[config.mk]
export PLATFORM = sky130hd
export DESIGN_NAME = return_stack
export DESIGN_NICKNAME = d
export VERILOG_FILES = /design/src/rtl/return_stack_pkg.sv /design/src/rtl/return_stack_regfile.sv /design/src/rtl/return_stack.sv
export SDC_FILE = /design/constraint.sdc
export NUM_CORES = 1
export LEC_CHECK = 0
export ABC_AREA = 1
export ABC_CLOCK_PERIOD_IN_PS = 3400
export CORE_UTILIZATION = 40
export CTS_BUF_LIST = sky130_fd_sc_hd__clkbuf_8
export DETAILED_ROUTE_END_ITERATION = 12
export GPL_TIMING_DRIVEN = 1
export PLACE_DENSITY = 0.55
export SLEW_MARGIN = 15
export SYNTH_ARGS = -nofsm -noshare
export SYNTH_HDL_FRONTEND = slang
export SYNTH_SLANG_ARGS = --single-unit
[constraint.sdc]
create_clock -name clk -period 3.4 [get_ports clk]
set_input_delay 0.68 -clock clk [delete_from_list [all_inputs] [get_ports clk]]
set_output_delay 0.68 -clock clk [all_outputs]
set_load 0.005 [all_outputs]
[src/rtl/return_stack_pkg.sv]
// return_stack_pkg: shared microc constants, call/return opcodes and stack-op decode.
package return_stack_pkg;
  localparam int RS_AW = 10;
  localparam int RS_DEPTH = 16;
  localparam int RS_LW = 5;
  typedef enum logic [3:0] {
    OP_JAL = 4'hE,
    OP_RET = 4'hF
  } microc_op_e;
  typedef enum logic [1:0] {
    SOP_HOLD,
    SOP_PUSH,
    SOP_POP,
    SOP_REPL
  } stack_op_e;
  // A push+pop on an empty stack degrades to a plain push; a lone push when full is dropped.
  function automatic stack_op_e decode_op(input logic push, input logic pop, input logic empty,
                                          input logic full);
    return (push && pop && !empty) ? SOP_REPL :
           (push && !full)         ? SOP_PUSH :
           (pop && !push && !empty) ? SOP_POP : SOP_HOLD;
  endfunction
endpackage

[src/rtl/return_stack_regfile.sv]
// return_stack_regfile: DEPTH x AW storage, one synchronous write port, one combinational read port.
module return_stack_regfile #(
  parameter int AW = 10,
  parameter int DEPTH = 16,
  parameter int IW = $clog2(DEPTH)
) (
  input  logic          clk,
  input  logic          we_i,
  input  logic [IW-1:0] waddr_i,
  input  logic [AW-1:0] wdata_i,
  input  logic [IW-1:0] raddr_i,
  output logic [AW-1:0] rdata_o
);
  logic [AW-1:0] mem_q [DEPTH];
  always_ff @(posedge clk) if (we_i) mem_q[waddr_i] <= wdata_i;
  assign rdata_o = mem_q[raddr_i];
endmodule

[src/rtl/return_stack.sv]
// return_stack: LIFO of return addresses for jal/ret with level status and sticky error flags.
module return_stack
  import return_stack_pkg::*;
#(
  parameter int AW = RS_AW,
  parameter int DEPTH = RS_DEPTH,
  parameter int LW = RS_LW
) (
  input  logic          clk,
  input  logic          rst_n,
  input  logic          push_i,
  input  logic          pop_i,
  input  logic [AW-1:0] din_i,
  input  logic          clr_err_i,
  output logic [AW-1:0] dout_o,
  output logic          empty_o,
  output logic          full_o,
  output logic [LW-1:0] level_o,
  output logic          overflow_o,
  output logic          underflow_o
);
  localparam int IW = $clog2(DEPTH);
  localparam int SPW = IW + 1;
  localparam logic [SPW-1:0] ONE = SPW'(1);
  logic [SPW-1:0] sp_q, sp_d;
  logic ovf_q, ovf_d, unf_q, unf_d;
  logic empty, full, we;
  logic [IW-1:0] top_idx, waddr;
  logic [AW-1:0] rdata;
  stack_op_e op;
  assign empty = sp_q == '0;
  assign full = sp_q == SPW'(DEPTH);
  assign op = decode_op(push_i, pop_i, empty, full);
  assign top_idx = IW'(sp_q - ONE);
  assign waddr = (op == SOP_REPL) ? top_idx : IW'(sp_q);
  assign we = (op == SOP_PUSH) || (op == SOP_REPL);
  always_comb begin
    sp_d = (op == SOP_PUSH) ? sp_q + ONE : (op == SOP_POP) ? sp_q - ONE : sp_q;
    ovf_d = (push_i && !pop_i && full) || (ovf_q && !clr_err_i);
    unf_d = (pop_i && empty) || (unf_q && !clr_err_i);
  end
  always_ff @(posedge clk or negedge rst_n)
    if (!rst_n) begin
      sp_q <= '0;
      ovf_q <= 1'b0;
      unf_q <= 1'b0;
    end else begin
      sp_q <= sp_d;
      ovf_q <= ovf_d;
      unf_q <= unf_d;
    end
  return_stack_regfile #(.AW(AW), .DEPTH(DEPTH)) u_regfile (
    .clk(clk),
    .we_i(we),
    .waddr_i(waddr),
    .wdata_i(din_i),
    .raddr_i(top_idx),
    .rdata_o(rdata)
  );
  assign dout_o = empty ? '0 : rdata;
  assign empty_o = empty;
  assign full_o = full;
  assign level_o = LW'(sp_q);
  assign overflow_o = ovf_q;
  assign underflow_o = unf_q;
endmodule

-- Word-level counts from Yosys, hierarchy flattened
Memories as Yosys holds them, arrays and structs flattened.
Index checks and enable logic that the tools add are counted.
- register bits after elaboration: 7
- latch bits: 0
- bits in writable memories: 160
- bits in read-only memories: 0
- input port bits: 15
- output and inout bits: 19
- memories: 1
- memories (name ; depth ; width ; read ports ; clocked after memory_dff ; write ports ; RTL line ; text):
    u_regfile.mem_q ; 16 ; 10 ; 1 ; 0 ; 1 ; return_stack_regfile.sv:14 ; logic [AW-1:0] mem_q [DEPTH];
- add/subtract/negate cells: 2
- multiply operators: 0
- divide/modulo/power cells: 0
- magnitude comparators: 0
- equality and inequality tests: 4
- shifts and indexed selects: 0
- muxes and demuxes: 9
- bitwise gates (word level): 0
- reduce and logical (&&, ||, !) cells: 20
- operators with widths (kind ; number):
    1-bit logical AND ; 10
    10-bit 2-to-1 mux ; 1
    5-bit 2-to-1 mux ; 2
    2-bit 2-to-1 mux ; 3
    5-bit by 1-bit adder with 5-bit output (second input constant) ; 1
    5-bit equality test (second input constant) ; 1
    1-bit zero test ; 5
    5-bit zero test ; 1
    5-bit by 1-bit subtractor with 5-bit output (second input constant) ; 1
    2-bit equality test (second input constant) ; 2
    4-bit 2-to-1 mux ; 1
    1-bit logical OR ; 3
    2-bit by 1-bit equality test with 1-bit output (second input constant) ; 1
    1-bit 2-to-1 mux ; 2
    2-bit nonzero test ; 1

-- Depth between registers and ports, before layout
- depth in word-level cells: 10
- mapped depth: 12
- mapped depth without buffers: 10

-- Cells and area by module
A second synthesis with hierarchy kept.
- cells, all modules: 779
- area total of the unflattened synthesis: 7697.4 µm²
- modules (own cells, without submodules) (module ; instances ; cells each ; area an instance (µm²) ; sequential area each (µm²)):
    return_stack_regfile ; 1 ; 672 ; 6971.7 ; 4804.6
    return_stack ; 1 ; 107 ; 725.7 ; 175.2

-- Least setup slack after synthesis
Ideal clock, no wire load.
- kind: reg-to-output
- start: register sp_q[0], in the netlist level_o[0]
- end: output port dout_o[8]
- data arrival time: 1.945 ns
- data required time: 2.720 ns
- path slack: 0.775 ns
- stages on the path, launching flop included: 12
- cells stage by stage: dfrtp_1 > inv_1 > buf_4 > buf_2 > ha_1 > buf_2 > inv_1 > buf_2 > nand3_1 > nand3_1 > nand3_1 > a21oi_1
- cells in the longest elaborated chain, start to end: 3
- elaborated cells between the ends (all ways): 4
- those cells by class: add/sub: 1; mux: 1; reduce/logical: 1; memory: 1
- ends and longest elaborated chain (item ; RTL line ; text):
    from (decl) ; return_stack.sv:25 ; logic [SPW-1:0] sp_q, sp_d;
    from (signal assigned) ; return_stack.sv:48 ; sp_q <= sp_d;
    5-bit by 1-bit subtractor with 5-bit output ; -- ;
    memory read 16 x 10 bit ; -- ;
    10-bit 2-to-1 mux (*) ; return_stack.sv:60 ; assign dout_o = empty ? '0 : rdata;
    to (decl) ; return_stack.sv:15 ; output logic [AW-1:0] dout_o,
Mark *: on every way between the ends. The rest lies on a longest branch, timed or not.

-- Worst setup path in the final report
- start: register sp_q[1], in the netlist level_o[1]
- end: output port dout_o[1]
The elaborated chain is that of the path after synthesis.

==> qor.json <==
{
  "flow.area_growth_from_synthesis_pct": 19.8,
  "final_nets": 728,
  "setup.worst_path.start_class": "flop",
  "timing_worst_setup_path_type": "reg -> out",
  "ir_drop_mv": 0.641,
  "die_h_um": 136,
  "maxCapViolations": 0,
  "yosysTopAreaCellShare": 0.666,
  "critical_path_source": "level_o[1]",
  "synthMostInstantiatedCell": "sky130_fd_sc_hd__nand2_1",
  "final-hold-violation-count": 0,
  "tritoncts": "built",
  "crit_chain": "inv_1, buf_4, ha_4, inv_2, buf_12, nand3_1, nand3_1, nand3_1, nand2_1, nor2_2, clkdlybuf4s50_1",
  "final_min_period_over_clock_period": 0.987,
  "routedWlPerCell_um": 18.8,
  "syn_avg_cell_area_um2": 11.0,
  "synthDistinctLibCells": 26,
  "final_layout_size_suffix_gt1_frac": 0.141,
  "antenna_violations_before_repair": 0,
  "finClkSkew_ps": 6.60,
  "die_area_um2": 18600,
  "clock_tree.htree_level_count": 4,
  "grt_pass1_vias": 4913,
  "path_depth": 11,
  "clkSinkCount": 167,
  "vias_per_cell": 5.27,
  "fin_crit_ps": 3360,
  "synthesis.yosys.warnings": 0,
  "groute.layer.met2.usage": 0.337,
  "clockRootBuffer": "sky130_fd_sc_hd__clkbuf_8",
  "gp_congestion": 0.883,
  "leakage_nw": 3.32,
  "netlist.top_cell.by_area": "sky130_fd_sc_hd__edfxtp_1",
  "floorplan.io_pins": 34,
  "worstPathRequired_ps": 2720,
  "critical_path_peak_fanout": 20,
  "grt_use_met1": 0.270,
  "tightest_slew_ps": 697,
  "stdcell_area_um2": 8640,
  "worst_setup_path_end_kind": "output port",
  "critical_path_s_largest_stage_delay_ps": 520,
  "synth.net_count": 672,
  "ys_seq_elements": 167,
  "placement_rows": 48,
  "post_dp_cell_area_um2": 7900,
  "final_util": 0.495,
  "critPathMostFrequentCell": "sky130_fd_sc_hd__nand3_1",
  "place.detailed.hpwl_um": 10700,
  "pwr_density_cell_nw_per_um2": 1020,
  "async_flop_share": 0.0419,
  "drt_drc_violations_left": 0,
  "global_route.overflow_total": 0,
  "io_buffers": 33,
  "grt_first_pass_wirelength_um": 27600,
  "floorplan.die.width_um": 136,
  "fp.coreArea_um2": 17500,
  "biggest_area_contributors_in_the_synthesized_netlist": "sky130_fd_sc_hd__edfxtp_1, sky130_fd_sc_hd__nand2_1, sky130_fd_sc_hd__nand3_1",
  "worst_r2r_startpoint": "level_o[2]",
  "slowest_stage": "sky130_fd_sc_hd__clkdlybuf4s50_1",
  "grt_start_max_net_pins": 87,
  "initial_core_util": 0.413,
  "antenna_violating_nets_post_route": 0,
  "diode_count": 0,
  "synth_commonest_cells": "sky130_fd_sc_hd__nand2_1, sky130_fd_sc_hd__edfxtp_1, sky130_fd_sc_hd__nand3_1",
  "grt_util_met3": 0.0403,
  "max-clock-path-buffers": 2,
  "final_max_slew_viol_count": 0,
  "holdBufCountCts": 0,
  "gr-usage-all-layers": 0.205,
  "outcome": "completed",
  "clk_latency_ps": 460,
  "critPathBufInv": 5,
  "clk_transition_reported_paths_ps": 90,
  "synth_edf_count": 160,
  "routed-via-count": 4989,
  "finalHoldWorstSlack_ps": 491,
  "syn_area_um2": 7220,
  "finalWirelength_um": 17800,
  "grt_most_used_layer": "met2",
  "cts_made_buffers": 17,
  "slew_headroom": 0.534,
  "unrepaired_setup_endpoints_after_global_routing": "yes",
  "crit_family": "buffers and inverters",
  "number_of_setup_violations_in_the_final_report": 0,
  "min-delay-path-class": "in -> async",
  "rr_worst_depth": 11,
  "drtIter0Drc": 385,
  "aggregate_negative_setup_slack_ps": 0,
  "critPathArrivalTime_ps": 2680,
  "detail_route.first_pass.iterations": 6,
  "timing.fmax_ghz": 0.298,
  "syn-instance-count": 654,
  "synth-seq-area-share": 0.690,
  "synth-main-ff-cell": "sky130_fd_sc_hd__edfxtp_1"
}
## cells in the final DEF (no fill, tap or decap), types with 6 or more instances in the layout
cell / instances
sky130_fd_sc_hd__a21oi_1: 18
sky130_fd_sc_hd__buf_12: 6
sky130_fd_sc_hd__buf_4: 27
sky130_fd_sc_hd__clkbuf_8: 17
sky130_fd_sc_hd__clkdlybuf4s50_1: 26
sky130_fd_sc_hd__edfxtp_1: 160
sky130_fd_sc_hd__inv_1: 19
sky130_fd_sc_hd__nand2_1: 215
sky130_fd_sc_hd__nand3_1: 126
sky130_fd_sc_hd__nor2_1: 31
## cell families (layout without fill, tap and decap cells)
group	after synthesis	in the layout	share of synthesized area
buffers and inverters	60	126	0.0385
and+or+nand+nor	390	390	0.235
AOI/OAI and AO/OA	27	27	0.0213
adders and majority gates	3	3	0.00520
DFF	167	167	0.690
xor gates and xnor gates	7	8	0.0106
## path summary, 6_finish.rpt
check / endpoint / slack [ps]
hold reg to reg: underflow_o / 530
min in group clk: underflow_o / 530
setup / recovery: dout_o[1] / 40
hold / removal: level_o[3] / 490
setup reg to reg: u_regfile.mem_q[6][4] / 740
max in group asynchronous: level_o[0] / 2630
## sequential cells by signal, summed over array words and instances (netlist names)
register,count
level_o,5
overflow_o,1
u_regfile.mem_q,160
underflow_o,1
## area by class of cell
type                            instances  area, um2
Fill cell                            1572       8830
Sequential cell                       167       4980
Multi-Input combinational cell        428       2060
Timing Repair Buffer                   73        818
Tap cell                              225        282
Clock buffer                           17        234
Clock inverter                         13        180
Inverter                               23       88.8
## routing by layer
layer,part of all wire,wire length (um)
met5,0,0
met4,0.021,365
met3,0.057,1020
met2,0.48,8580
met1,0.44,7820
## stage by stage
stage | setup slack [ps] | std cells | total power, W
floorplan | 775 | 654 | 0.00510
global placement | -34.1 | 907 | 0.00669
detailed placement | -115 | 907 | 0.00670
CTS | 9.93 | 944 | 0.00873
global route | -50.1 | 946 | 0.00937
finish | 42.8 | 946 | 0.00879
## timing repair
action                     in CTS  in global routing
gates resized for setup        31                 13
buffers inserted                4                  0
pin swaps                       2                  3
gates cloned                    3                  2
setup endpoints to repair      10                  8
## power breakdown
group          switching [W]  internal, W  total, W
Clock               0.000720     0.000792   0.00151
Sequential          0.000110      0.00250   0.00261
Combinational        0.00275      0.00192   0.00467
Total                0.00358      0.00521   0.00879
Note: power is estimated with default switching activity, not from simulation.
==> edit 1 (config.mk and constraints unchanged) <==
`sp_q` no longer has a reset.
--- a/src/rtl/return_stack.sv
+++ b/src/rtl/return_stack.sv
@@ -43,3 +43,2 @@
     if (!rst_n) begin
-      sp_q <= '0;
       ovf_q <= 1'b0;
@@ -47,3 +46,2 @@
     end else begin
-      sp_q <= sp_d;
       ovf_q <= ovf_d;
@@ -51,2 +49,6 @@
     end
+
+  always_ff @(posedge clk) begin
+    sp_q <= sp_d;
+  end
   return_stack_regfile #(.AW(AW), .DEPTH(DEPTH)) u_regfile (
Check against the original RTL: not equivalent (Yosys sat finds a counterexample within 4 cycles, from zero or initial values and one cycle with rst_n low).
==> edit 1 against the unedited design <==
- sequential cell count unchanged
- final area grew 0.46%
- critical path depth decreased by 1
- clock skew grew 0.015 ns
- synthesized cell count shrank 2.1%
- wire length grew 12%
- die area decreased by 0.48%
- critical endpoint is now dout_o[5]
- synthesized area down 0.49%
- setup slack got worse by 0.035 ns
- count of clock-buffer cells in the layout rose by 4
- sequential share of layout area is essentially flat
- largest cell class unchanged
Power is not compared: it rests on default switching activity, and its combinational part moved more than twofold at a synthesized area within 25%.
==> edit 1: results (changes against the unedited design) <==
ys_seq_area_share_pct: 69.7  # +0.68 points
cp_max_fo: 18  # -10%
route.met3.wl_um: 1440  # +42%
synth_xor_area_share_pct: 1.06  # +0.0052 points
crit_arrival_ns: 2.71  # +0.03 ns
dp.cells: 892  # -1.7%
globalRouteMet1Util_pct: 29.4  # +2.4 points
r2r_setup_slack_ns: 0.80  # +0.06 ns
use_met2_pct: 32.6  # -1.1 points
drt-met1-wl_um: 8960  # +15%
via_per_inst: 5.36  # +1.6%
status: "completed"
finClkSkew_ns: 0.0218  # +0.0152 ns
yosys.area_share.adder_pct: 0.523  # +0.0025 points
firstDrtPassIters: 5  # -1
synth_edf_count: 165  # +3.1%
crit_slowest_cell: "edfxtp_1"
max_freq_ghz: 0.295  # -1.0%
final_nets: 719  # -1.2%
dp_hpwl_um: 11800  # +10%
gp_congestion: 0.895  # +1.3%
place_ws_ns: 0.350  # +0.465 ns
synth_compound_area_share_pct: 2.18  # +0.045 points
syn_inst: 640  # -2.1%
drtIter0Drc: 486  # +26%
cts_setup_buffers: 0  # -4
fillers: 1561  # -0.70%
vias: 5029  # +0.80%
wl_met2_um: 9260  # +8.0%
synth-async-reset-ratio_pct: 1.20  # -3.0 points
power_mw: 6.11
worst_slew_pin_slew_ns: 0.798  # +0.101 ns
first_global_vias: 4553  # -7.3%
cts_resized: 21  # -32%
synth.top_cells.by_count: "nand2_1, edfxtp_1, nand3_1, nor2_1, buf_2"
==> edit 1: cell types whose count changed in the layout (fill, tap and decap cells not counted), sizes merged, moves of 4 or more <==
cell	unedited run	this run
edfxtp	160	165
clkinv	4	8
inv	27	23
dfrtp	7	2
nand3	130	122
clkbuf	18	26
==> edit 1: final timing paths <==
| path | from | depth (start not counted) | endpoint |
|---|---|---|---|
| min in group clk | overflow_o | 2 | overflow_o |
| setup / recovery | level_o[0] | 10 | dout_o[5] |
| max in group asynchronous | rst_n | 1 | overflow_o |
| hold / removal | rst_n | 1 | underflow_o |
| setup reg to reg | level_o[0] | 11 | u_regfile.mem_q[8][2] |
| hold reg to reg | overflow_o | 2 | overflow_o |
==> edit 1: cell type report <==
cell class	instances	area [um2]	share of cell area, %
clock buffers	21	289	3.33
repair buffers	77	858	9.88
clock inverters	11	98.8	1.14
inverters	24	100	1.15
well taps	225	282	3.24
multi-input cells	414	2050	23.6
flip-flops and latches	167	5000	57.6
==> edit 2 (same settings) <==
Without the edit above. `RS_LW`: 5 -> 6.
--- a/src/rtl/return_stack_pkg.sv
+++ b/src/rtl/return_stack_pkg.sv
@@ -4,3 +4,3 @@
   localparam int RS_DEPTH = 16;
-  localparam int RS_LW = 5;
+  localparam int RS_LW = 6;
   typedef enum logic [3:0] {
Ports: changed (resized level_o); port bits go from 34 to 35. The function was not compared with the original's and may differ.
==> edit 2 against the unedited design <==
- first-iteration DRC count up 2.9%
- final area down 0.25%
- critical path depth unchanged
- total power down 0.37%
- synthesized cell count up 0.31%
- sequential power about the same
- synthesized area up 0.16%
- utilization down 0.12 points
- sequential cell count unchanged
- critical endpoint is now dout_o[2]
- setup slack better by 0.32 ns
- wire length up 5.1%
==> edit 2: results (changes against the unedited design) <==
synth.top_cells.by_count: "nand2_1, edfxtp_1, nand3_1, nor2_1, buf_2"
first_global_vias: 4875  # -0.77%
clkLatencyLatePin_ns: 0.45
grt.total_usage_pct: 21.0  # +0.56 points
globalRouteMet1Util_pct: 27.7  # +0.66 points
grt_first_pass_wirelength_um: 28000  # +1.5%
synth_ff_type: "edfxtp_1"
status: "completed"
worst_slew_pin_slew_ns: 0.698  # +0.00103 ns
ys_seq_area_share_pct: 68.9  # -0.11 points
min_path_type: "input pin to asynchronous set/reset pin"
slowest_delay_ns: 0.43  # -0.09 ns
fillers: 1585  # +0.83%
crit_arrival_ns: 2.36  # -0.32 ns
grt_start_max_net_pins: 87  # unchanged
synth_edf_count: 160  # unchanged
rr_startpoint: "sp_q[0]"
crit_slowest_cell: "dfrtp_2"
p_leak_nw: 3.33  # +0.37%
drtIter0Drc: 396  # +2.9%
use_met3_pct: 5.29  # +1.3 points
antenna_found_initial: 1  # +1
use_met2_pct: 33.8  # +0.085 points
htreeDepth: 4  # unchanged
cts_root_buf: "clkbuf_8"
cp_max_fo: 5  # -75%
firstDrtPassIters: 5  # -1
synth.area.top_cells: "edfxtp_1, nand2_1, nand3_1, dfrtp_1, nor2_1"
place_ws_ns: 0.0674  # +0.182 ns
holdWs_ns: 0.521  # +0.0300 ns
drive_gt1_share_pct: 14.8  # +0.69 points
clk_path_buf_depth: 2  # unchanged
port_buffers: 33  # unchanged
finClkSkew_ns: 0.00981  # +0.00321 ns
r2r_setup_slack_ns: 0.93  # +0.19 ns
yosysWarnings: 0  # unchanged
synth-async-reset-ratio_pct: 4.19  # unchanged
dp_hpwl_um: 10600  # -0.67%
final_nets: 734  # +0.82%
gp_congestion: 0.855  # -3.2%
intPower_mw: 5.05  # -3.0%
wl_per_cell_um: 19.6  # +4.4%
r2r_cells: 12  # +1
syn-num-nets: 674  # +0.30%
top_regs: "u_regfile.mem_q (160), sp_q (5)"
n_antenna_cell: 0  # unchanged
clk_pin_slew_worst_paths_ns: 0.08
vias: 5057  # +1.4%
synth_cell_types: 27  # +3.8%
ir_drop_uv: 560  # -13%
timing.rr.end: "u_regfile.mem_q[6][7]"
cts_made_buffers: 17  # unchanged
-- edit 2: area by class of cell --
type,instances,area [um2],share of cell area [%]
timing repair inverter,1,7.51,0.0871
timing repair buffer,77,842,9.76
sequential,167,4980,57.8
clock buffer,17,234,2.71
clock inverter,14,113,1.31
inverter,23,95.1,1.10
multi-input combinational,429,2070,24.0
tap,225,282,3.26
-- edit 2: logic make-up after synthesis --
kind of cell | after synthesis | share of synthesized area [%]
AO/OA/AOI/OAI | 27 | 2.13
XOR/XNOR | 7 | 1.06
adder cells (fa/ha/maj) | 3 | 0.519
other | 1 | 0.0519
flip-flops | 167 | 68.9
buffers and inverters | 61 | 3.95
AND/OR/NAND/NOR | 390 | 23.4
-- edit 2: power by group through the flow --
stage | Sequential [mW] | Combinational [mW] | Clock (mW)
2_1_floorplan | 2.61 | 2.50 | 0
3_5_place_dp | 2.63 | 4.16 | 0
5_1_grt | 2.62 | 5.32 | 1.38
3_3_place_gp | 2.62 | 4.14 | 0
6_report | 2.60 | 4.89 | 1.27
4_1_cts | 2.60 | 4.66 | 1.30
-- edit 2: per-stage QoR --
stage | area, um2 | cells
after floorplan | 7230 | 656
after CTS | 8470 | 945
final | 8620 | 953
after global placement | 7900 | 907
after detailed placement | 7900 | 907
after global routing | 8620 | 953
-- edit 2: how the worst max path moves through the flow --
stage / startpoint / end / slack (ns) / depth (start not counted)
after floorplan: sp_q[0] / dout_o[8] / 0.78 / 11
after global placement: sp_q[0] / dout_o[8] / 0.13 / 9
final: sp_q[0] / dout_o[2] / 0.36 / 11
after CTS: sp_q[1] / dout_o[0] / 0.001 / 11
after detailed placement: sp_q[0] / dout_o[8] / 0.07 / 9
after global routing: sp_q[0] / dout_o[1] / 0.19 / 11
-- edit 2: metal layers --
metal	routed length, um	part of all wire, %
met5	9	0.048
met4	314	1.7
met3	1100	5.9
met1	8320	44
met2	8950	48
-- edit 2: what timing repair did --
item	4_1_cts	5_1_grt
buffers inserted	4	6
pin swaps	2	2
resized for setup	22	22
gates cloned	3	2
setup endpoints to repair	10	10
-- edit 2: worst max-delay path: cells and delay by family, from the launching register on --
kind | cells | cell delay (ns)
adder cells (fa/ha/maj) | 1 | 0.15
flip-flops | 1 | 0.43
buffers and inverters | 5 | 0.72
XOR/XNOR | 1 | 0.23
AO/OA/AOI/OAI | 1 | 0.13
AND/OR/NAND/NOR | 3 | 0.24
